--- src/rtl/comparator_scan_ctrl.sv ---
// Steps the comparator select through codes 0..3 and captures K/L into maps.
// Optional expected-map check enabled by COMPARATOR_SCAN_CHECK_EN.
module comparator_scan_ctrl #(
  parameter int         DWELL = 2,
  parameter int         CNT_W = 4,
  parameter logic [3:0] EXP_K = 4'b0000,
  parameter logic [3:0] EXP_L = 4'b0000
) (
  input  logic       clk,
  input  logic       reset_n,
  input  logic       start,
  input  logic       K,
  input  logic       L,
  output logic [1:0] s,
  output logic       busy,
  output logic       done,
  output logic [3:0] k_map,
  output logic [3:0] l_map,
  output logic       err
);

  typedef enum logic [1:0] {
    IDLE  = 2'd0,
    DRIVE = 2'd1,
    DONE  = 2'd2
  } state_t;

  localparam logic [CNT_W-1:0] CAP = CNT_W'(DWELL - 1);

  state_t           state;
  state_t           nxt;
  logic [1:0]       idx;
  logic [CNT_W-1:0] cnt;
  logic             cap;
  logic             last;

  assign cap  = (state == DRIVE) && (cnt == CAP);
  assign last = cap && (idx == 2'd3);
  assign s    = idx;

  always_ff @(posedge clk or negedge reset_n) begin
    if (!reset_n) state <= IDLE;
    else          state <= nxt;
  end

  always_comb begin
    nxt  = state;
    busy = 1'b0;
    done = 1'b0;
    unique case (state)
      IDLE: begin
        if (start) nxt = DRIVE;
      end
      DRIVE: begin
        busy = 1'b1;
        if (last) nxt = DONE;
      end
      DONE: begin
        done = 1'b1;
        nxt  = IDLE;
      end
      default: nxt = IDLE;
    endcase
  end

  // idx drops back to 0 on the final capture so s reads 0 in DONE
  always_ff @(posedge clk or negedge reset_n) begin
    if (!reset_n) begin
      idx   <= 2'd0;
      cnt   <= '0;
      k_map <= 4'b0000;
      l_map <= 4'b0000;
    end else begin
      if (state == IDLE && start) begin
        idx   <= 2'd0;
        cnt   <= '0;
        k_map <= 4'b0000;
        l_map <= 4'b0000;
      end else if (cap) begin
        k_map[idx] <= K;
        l_map[idx] <= L;
        cnt        <= '0;
        idx        <= last ? 2'd0 : idx + 2'd1;
      end else if (state == DRIVE) begin
        cnt <= cnt + 1'b1;
      end
    end
  end

`ifdef COMPARATOR_SCAN_CHECK_EN
  logic [3:0] k_fin;
  logic [3:0] l_fin;

  // Maps as they will read in DONE, including the bit captured now
  always_comb begin
    k_fin      = k_map;
    l_fin      = l_map;
    k_fin[idx] = K;
    l_fin[idx] = L;
  end

  always_ff @(posedge clk or negedge reset_n) begin
    if (!reset_n) begin
      err <= 1'b0;
    end else if (state == IDLE && start) begin
      err <= 1'b0;
    end else if (last) begin
      err <= err | ({k_fin, l_fin} != {EXP_K, EXP_L});
    end
  end
`else
  assign err = |({EXP_K, EXP_L} & 8'h00);
`endif

endmodule

--- config.mk ---
export PLATFORM = sky130hd
export DESIGN_NAME = comparator_scan_ctrl
export DESIGN_NICKNAME = d
export VERILOG_FILES = /design/src/rtl/comparator_scan_ctrl.sv
export SDC_FILE = /design/constraint.sdc
export NUM_CORES = 1
export LEC_CHECK = 0
export ABC_AREA = 0
export BUFFER_PORTS_ARGS = -buffer_cell sky130_fd_sc_hd__buf_2
export CAP_MARGIN = 20
export CORE_UTILIZATION = 45
export DETAILED_ROUTE_END_ITERATION = 16
export PLACE_DENSITY = 0.76
export SYNTH_ARGS = -nofsm -noshare
export SYNTH_HDL_FRONTEND = slang
export SYNTH_SLANG_ARGS = --single-unit
--- constraint.sdc ---
create_clock -name clk -period 1.8 [get_ports clk]
set_input_delay 0.27 -clock clk [delete_from_list [all_inputs] [get_ports clk]]
set_output_delay 0.27 -clock clk [all_outputs]
set_load 0.02 [all_outputs]
---- Word-level counts from Yosys, hierarchy flattened ----
Cells that the tools add are included.
storage, ports and cells
  flip-flop bits (word level) ............. 16
  bits of input ports ..................... 5
  logic and storage cells ................. 42
  output and inout port bits .............. 13
cells by class
  add/sub/neg operators ................... 2
  $lt $le $gt $ge ......................... 2
  equal/unequal tests ..................... 6
  mux-type cells .......................... 19
  reduce and logical (&&, ||, !) cells .... 8
operators with widths
  kind                 count
  $mux 4               7
  $mux 2               5
  $bwmux 4             2
  $add 4x1->4 const B  1
  $eq 2x2->1 const B   2
  $eq 4x1->1 const B   1
  $logic_and 1x1->1    4
  $ne 2x2->1 const B   2
  $pmux 2 s2           1
  $lt 2x3->1 const B   1
  $mux 1               3
  $reduce_bool 3->1    1
  $add 2x1->2 const B  1
  $demux 1 s2          1
  $eq 2x1->1 const B   1
  $ge 2x1->1 const B   1
  $logic_not 2->1      1
  $reduce_and 2->1     1
  $reduce_bool 2->1    1

---- Longest topological paths before layout ----
Gate-level depths: netlist (run 1).
  depth in word-level cells ............... 7
  mapped depth ............................ 5
  depth with buffers taken out ............ 5

---- Worst setup path after synthesis (run 1) ----
No wires, ideal clock.
  path type ............................... register to register
  start ................................... reg state[1]
  end ..................................... reg k_map[2]
  data required time ...................... 1,657 ps
  setup slack ............................. 476 ps
  stages on the path, launching flop included .. 4
  clock period less this slack ............ 1,324 ps
  library setup time ...................... 143 ps
  arrival time ............................ 1,181 ps
  path buffers ............................ 0
  path through ............................ dfrtp_1 or4b_1 o21ai_1 a21oi_1
on the way
  cells in the longest elaborated chain, start to end .. 3
  elaborated cells on any way between the ends .. 6
  those cells by class .................... eq/ne (1); mux (1); reduce/logical (4)
ends and longest elaborated chain
  item                                                                 RTL line  source
  from (decl)                                                          30        state_t state;
  from (signal assigned)                                               43        else state <= nxt;
  $eq 2x1->1 / $logic_not 2->1 (equally long branches)                 37, 74
  $logic_and 1x1->1 (on tied branches)                                 37, 74
  $reduce_bool 2->1 (no source line) / $mux 4 (equally long branches)  --
  to (signal assigned)                                                 71        k_map <= 4'b0000;
  to (signal assigned)                                                 77        k_map <= 4'b0000;
  to (signal, indexed assignment)                                      80        k_map[idx] <= K;
  to (decl)                                                            17        output logic [3:0] k_map,
Parallel ways exist; a longest one is shown, timed or not.
A chain may end at the register's enable or synchronous reset.

---- Worst setup path after layout (run 1) ----
  start ................................... reg state[1]
  end ..................................... out busy
on the way
  cells in the longest elaborated chain, start to end .. 2
ends and longest elaborated chain
  item        RTL line  source
  $eq 2x1->1  50        unique case (state)
  $mux 1      50
  to (decl)   15        output logic busy,
No other way between the ends.

==> impl_metrics.json, run 1 <==
{
  "status": "complete, no violations",
  "crit_chain": "nand2b_1 -> inv_1 -> buf_2",
  "postCtsSetupBuffers": 0,
  "ctsResizeCount": 0,
  "grt_first_pass_wirelength_um": 2850,
  "crit_fanout": 9,
  "power.total_w": 0.00159,
  "viasPerCell": 5.46,
  "rsz0062_at_grt": "false",
  "die-area_mm2": 0.00213,
  "hp-class": "input pin to register",
  "cp.arrival_ns": 1.27,
  "slew_viol_final": 0,
  "finalClockSkew_ns": 0.00566,
  "crit_required_ns": 1.53,
  "tns_ns": 0,
  "dr.pass1.iters": 5,
  "cap_viol_max_count": 0,
  "clk_path_buf_depth": 2,
  "start_util_pct": 49.2,
  "cp-end-kind": "primary output",
  "io_pins": 18,
  "yosysTopAreaCell": "dfrtp_1",
  "synth_area_leaders": "dfrtp_1 46%, ha_1 8.6%, nand4_1 5.7%, o21ai_0 4.0%, o31ai_1 3.4%",
  "wl_per_cell_um": 13.1,
  "cts-root-buf": "clkbuf_4",
  "grt_use_met3_pct": 6.27,
  "syn_nets": 98,
  "ys_seq_area_share_pct": 45.6,
  "gr-max-usage-layer": "met2",
  "die_height_um": 46.2,
  "tritoncts": "yes",
  "fmax_ghz": 0.650,
  "clk_pin_slew_ns": 0.09,
  "syn_area_um2": 877,
  "grt_use_total_pct": 19.5,
  "num-nets-final": 116,
  "syn_avg_cell_area_um2": 10.1,
  "antennaDiodeCount": 0,
  "core_area_mm2": 0.00178,
  "vias": 699,
  "critical_path.startpoint_type": "register",
  "gr-total-overflow": 0,
  "die_x_um": 46.2,
  "synth_most_common_cell": "dfrtp_1",
  "grt_max_degree": 17,
  "postRouteAntennaNets": 0,
  "rrSetupSlack_ns": 0.30,
  "drive_above_1_share_pct": 23.3,
  "leakage_nw": 0.480,
  "hpwlAfterDp_um": 1250,
  "h-tree-depth": 1,
  "clk_latency_ns": 0.28,
  "synth-seq-cells": 16,
  "synth_commonest_cells": "16 x dfrtp_1, 8 x nand4_1, 7 x o21ai_0",
  "drt-initial-drc-count": 34,
  "worst-setup-path-type": "register to primary output",
  "min_period_over_period_pct": 85.5,
  "fin_util_pct": 56.2,
  "setup_viol_count_final": 0,
  "hold_viol": 0,
  "ir_worst_vdd_uv": 729,
  "syn_inst": 87,
  "worst_pin_slew_ns": 0.539,
  "port_buffers": 16,
  "grt_pass1_vias": 651,
  "syn_to_final_growth_pct": 14.3,
  "worst_path_largest_cell_delay_ns": 0.48,
  "ys_types": 30,
  "clock-sinks": 16,
  "hold_depth": 3,
  "synth-edff-count": 0,
  "worstRegToRegCells": 3,
  "place_congestion": 0.822,
  "post-route-min-period_ns": 1.54,
  "cts_hold_buffers": 1,
  "gr-usage-met2_pct": 30.4,
  "yosysWarnings": 0,
  "p_per_area_mw_per_mm2": 1580,
  "met1_usage_pct": 24.4,
  "antenna_found_initial": 0,
  "critPathSlowestCell": "dfrtp_1",
  "remaining_drc_errors": 0,
  "wirelength_um": 1670,
  "netlist.area_leader.share_pct": 45.6,
  "synth_flop_cell": "dfrtp_1",
  "synthArstFlopShare_pct": 100,
  "fp-row-count": 15,
  "cts-buffers-inserted": 3,
  "slew_headroom_pct": 63.9
}
report_power, final:
| part | switching (W) | internal (W) | total (W) |
|---|---|---|---|
| Combinational | 0.000478 | 0.000316 | 0.000794 |
| Clock | 0.000104 | 0.0000777 | 0.000182 |
| Sequential | 0.000123 | 0.000487 | 0.000610 |
flip-flops by register name, summed over array words and instances (netlist names):
| register | cells |
|---|---|
| l_map | 4 |
| state | 2 |
| k_map | 4 |
| s | 2 |
| cnt | 4 |
cells in the final DEF, fill, tap and decap left out, types with 2 or more instances in the layout:
cell,Yosys,layout
dfrtp_1,16,16
buf_2,3,16
nand4_1,8,8
o21ai_0,7,7
ha_1,6,6
a21oi_1,5,5
nand2_1,5,5
inv_1,4,4
nand3_1,4,4
o31ai_1,4,4
clkbuf_4,0,3
nand2b_1,2,2
and3_1,2,2
o21ai_1,2,2
nor2_1,2,2
buf_4,2,2
logic make-up after synthesis:
kind of cell | share of synthesized area, %
and+or+nand+nor | 26.0
AOI/OAI and AO/OA | 12.8
DFF | 45.6
buffers and inverters | 5.56
adders and majority gates | 8.56
xor gates and xnor gates | 0.999
other | 0.428
layer usage:
metal / up-vias / part of all wire (%)
li1: 343 / -
met3: 0 / 4.1
met4: 0 / 0
met5: - / 0
met2: 22 / 50
met1: 334 / 46
path summary, 6_finish.rpt:
kind,startpoint,endpoint
setup reg to reg,state[1]$_DFFE_PN0P_,s[1]$_DFFE_PN0P_
hold reg to reg,l_map[1]$_DFFE_PN0P_,l_map[1]$_DFFE_PN0P_
max in group asynchronous,reset_n,k_map[0]$_DFFE_PN0P_
hold / removal,L,l_map[2]$_DFFE_PN0P_
min in group asynchronous,reset_n,cnt[3]$_DFFE_PN0P_
setup / recovery,state[1]$_DFFE_PN0P_,busy
layout make-up:
type,instances,area [µm²]
multi-input cells,61,428
fillers,162,781
clock buffers,3,22.5
repair buffers,19,105
flip-flops and latches,16,400
well taps,25,31.3
inverters,4,15.0
metrics by stage:
stage / cells / instance area, µm² / setup WS, ns / hold slack, ns
3_5_place_dp: 124 / 970 / 0.284 / 0.206
5_1_grt: 128 / 1000 / 0.123 / 0.283
2_1_floorplan: 87 / 877 / 0.476 / -0.0256
3_3_place_gp: 124 / 970 / 0.359 / 0.201
4_1_cts: 128 / 1000 / 0.240 / 0.280
6_report: 128 / 1000 / 0.260 / 0.289
critical path, delay by kind of cell (launching register included):
kind | cells | cell delay, ns
flip-flops | 1 | 0.48
AND/OR/NAND/NOR | 1 | 0.28
buffers and inverters | 2 | 0.24
Note: power is estimated with default switching activity, not from simulation.
==> inputs of run 2 (changes only) <==
--- a/config.mk
+++ b/config.mk
@@ -8,9 +8,11 @@
 export ABC_AREA = 0
 export BUFFER_PORTS_ARGS = -buffer_cell sky130_fd_sc_hd__buf_2
 export CAP_MARGIN = 20
-export CORE_UTILIZATION = 45
+export CORE_MARGIN = 2
+export CORE_UTILIZATION = 52
 export DETAILED_ROUTE_END_ITERATION = 16
-export PLACE_DENSITY = 0.76
+export PLACE_DENSITY = 0.84
+export SLEW_MARGIN = 0
 export SYNTH_ARGS = -nofsm -noshare
 export SYNTH_HDL_FRONTEND = slang
 export SYNTH_SLANG_ARGS = --single-unit
==> run 2 against run 1 <==
Sequential share of layout area is 0.099 points lower. Critical path depth stayed put. Via count is 1.7% higher. Clock-buffer cell count is 1 higher. Die area is 4.6% lower. Largest power group unchanged. Largest cell class unchanged.
==> impl_metrics.json, run 2 (same netlist as run 1, synthesis figures left out) <==
{
  "leakage_nw": 0.487,
  "rrSetupSlack_ns": 0.28,
  "grt_first_pass_wirelength_um": 2930,
  "worst_pin_slew_ns": 0.551,
  "layout.cells.non_filler": 120,
  "vias": 711,
  "clkPwrFrac_pct": 14.7,
  "wirelength_um": 1740,
  "cp.arrival_ns": 1.31,
  "grt_use_total_pct": 20.3,
  "finalClockSkew_ns": 0.00703,
  "r2r_end": "s[1]$_DFFE_PN0P_",
  "ctsResizeCount": 0,
  "cp-end-kind": "primary output",
  "port_buffers": 16,
  "critical_path.top_delay_family": "flip-flops",
  "postCtsSetupBuffers": 0,
  "crit_fanout": 9,
  "crit_required_ns": 1.53,
  "clk_pin_slew_ns": 0.09,
  "clk_latency_ns": 0.30,
  "slew_headroom_pct": 63.1,
  "cts-buffers-inserted": 3,
  "cap_viol_max_count": 0,
  "cts-root-buf": "clkbuf_4",
  "path_buf_inv": 2,
  "io_pins": 18,
  "tritoncts": "yes",
  "status": "complete, no violations",
  "viasPerCell": 5.93,
  "gr-total-overflow": 0,
  "final_cell_mix": "16 x dfrtp_1, 16 x buf_2, 8 x nand4_1",
  "die_height_um": 45.1,
  "swShare_pct": 44.0,
  "syn_to_final_growth_pct": 14.6,
  "drt-initial-drc-count": 8,
  "h-tree-depth": 1,
  "remaining_drc_errors": 0,
  "dr.pass1.iters": 4,
  "postRouteAntennaNets": 0,
  "setup_viol_count_final": 0,
  "path_depth": 3,
  "internal_power_w": 0.000932,
  "reg2reg_from": "state[1]$_DFFE_PN0P_",
  "clock-sinks": 16,
  "core_area_mm2": 0.00154,
  "clk_path_buf_depth": 2,
  "placed_cells_incl_taps": 115,
  "fp-row-count": 14,
  "grt_max_degree": 17,
  "hold_viol": 0,
  "critical_path.startpoint_type": "register",
  "start_util_pct": 56.9,
  "p_sw_w": 0.000732,
  "critPathSlowestCell": "dfrtp_1",
  "pwr-share-seq_pct": 36.9,
  "fmax_ghz": 0.634,
  "worstRegToRegCells": 4,
  "grt_pass1_vias": 651,
  "worst_path_largest_cell_delay_ns": 0.53,
  "p_per_area_mw_per_mm2": 1660,
  "hpwlAfterDp_um": 1250,
  "tns_ns": 0,
  "fin_util_pct": 65.2,
  "min_period_over_period_pct": 87.6,
  "pwr-share-comb_pct": 48.4,
  "slew_viol_final": 0,
  "hp-class": "input pin to register",
  "post-route-min-period_ns": 1.58,
  "crit_path_end": "busy",
  "num-nets-final": 116,
  "die_x_um": 45.1,
  "wl_per_cell_um": 14.5,
  "antennaDiodeCount": 0,
  "drive_above_1_share_pct": 24.0,
  "place_congestion": 0.794,
  "antenna_found_initial": 0,
  "die-area_mm2": 0.00203,
  "top_regs": "cnt (4), k_map (4), l_map (4)",
  "worst-setup-path-type": "register to primary output",
  "ir_worst_vdd_uv": 861,
  "crit_start": "state[1]$_DFFE_PN0P_",
  "crit_chain": "nand2b_1 -> inv_1 -> buf_2",
  "rsz0062_at_grt": "false"
}
-- run 2: cell types whose count changed in the layout (fill, tap and decap cells not counted) --
cell | before | now
clkbuf_8 | 0 | 1
-- run 2: timing repair --
item | in CTS | in global routing
hold buffers | 1 | 0
endpoints found under the setup margin | 0 | 0
endpoints found under the hold margin | 16 | 0
-- run 2: power groups by stage --
stage,Clock [W],Sequential [W],Combinational [W]
finish,0.000245,0.000614,0.000805
global route,0.000259,0.000634,0.000900
CTS,0.000246,0.000614,0.000812
detailed placement,0,0.000621,0.000805
global placement,0,0.000608,0.000778
floorplan,0,0.000680,0.000522
-- run 2: through the flow --
step           total power [W]  area [µm²]  hold WS, ns  setup slack, ns
2_1_floorplan          0.00120         877      -0.0256            0.476
3_3_place_gp           0.00139         958        0.197            0.353
3_5_place_dp           0.00143         958        0.205            0.295
4_1_cts                0.00167        1000        0.280            0.235
5_1_grt                0.00179        1000        0.300            0.121
6_report               0.00166        1000        0.278            0.224
-- run 2: tightest hold or removal path, stage by stage --
cell     delay, ns
buf_2         0.13
nand4_1       0.09
a21oi_1       0.06
-- run 2: how the worst min path moves through the flow --
stage | from | end | slack (ns) | cells after the start
after global placement | reset_n | k_map[1]$_DFFE_PN0P_ | 0.20 | 1
after CTS | K | k_map[2]$_DFFE_PN0P_ | 0.28 | 3
after global routing | K | k_map[2]$_DFFE_PN0P_ | 0.30 | 3
after detailed placement | reset_n | l_map[1]$_DFFE_PN0P_ | 0.21 | 1
final | K | k_map[2]$_DFFE_PN0P_ | 0.28 | 3
after floorplan | reset_n | cnt[0]$_DFFE_PN0P_ | -0.03 | 0
-- run 2: area by class of cell --
cell class / instances / area, µm²
inverters: 4 / 15.0
repair buffers: 19 / 105
well taps: 16 / 20.0
clock buffers: 4 / 36.3
multi-input cells: 61 / 428
fillers: 143 / 537
flip-flops and latches: 16 / 400
-- run 2: metal layers --
layer	GRT usage (%)	vias up	part of all wire [%]
met4	6.47	0	1.3
met2	30.3	14	48
met3	6.40	3	3.5
met5	0	-	0
li1	-	350	-
met1	28.2	344	47
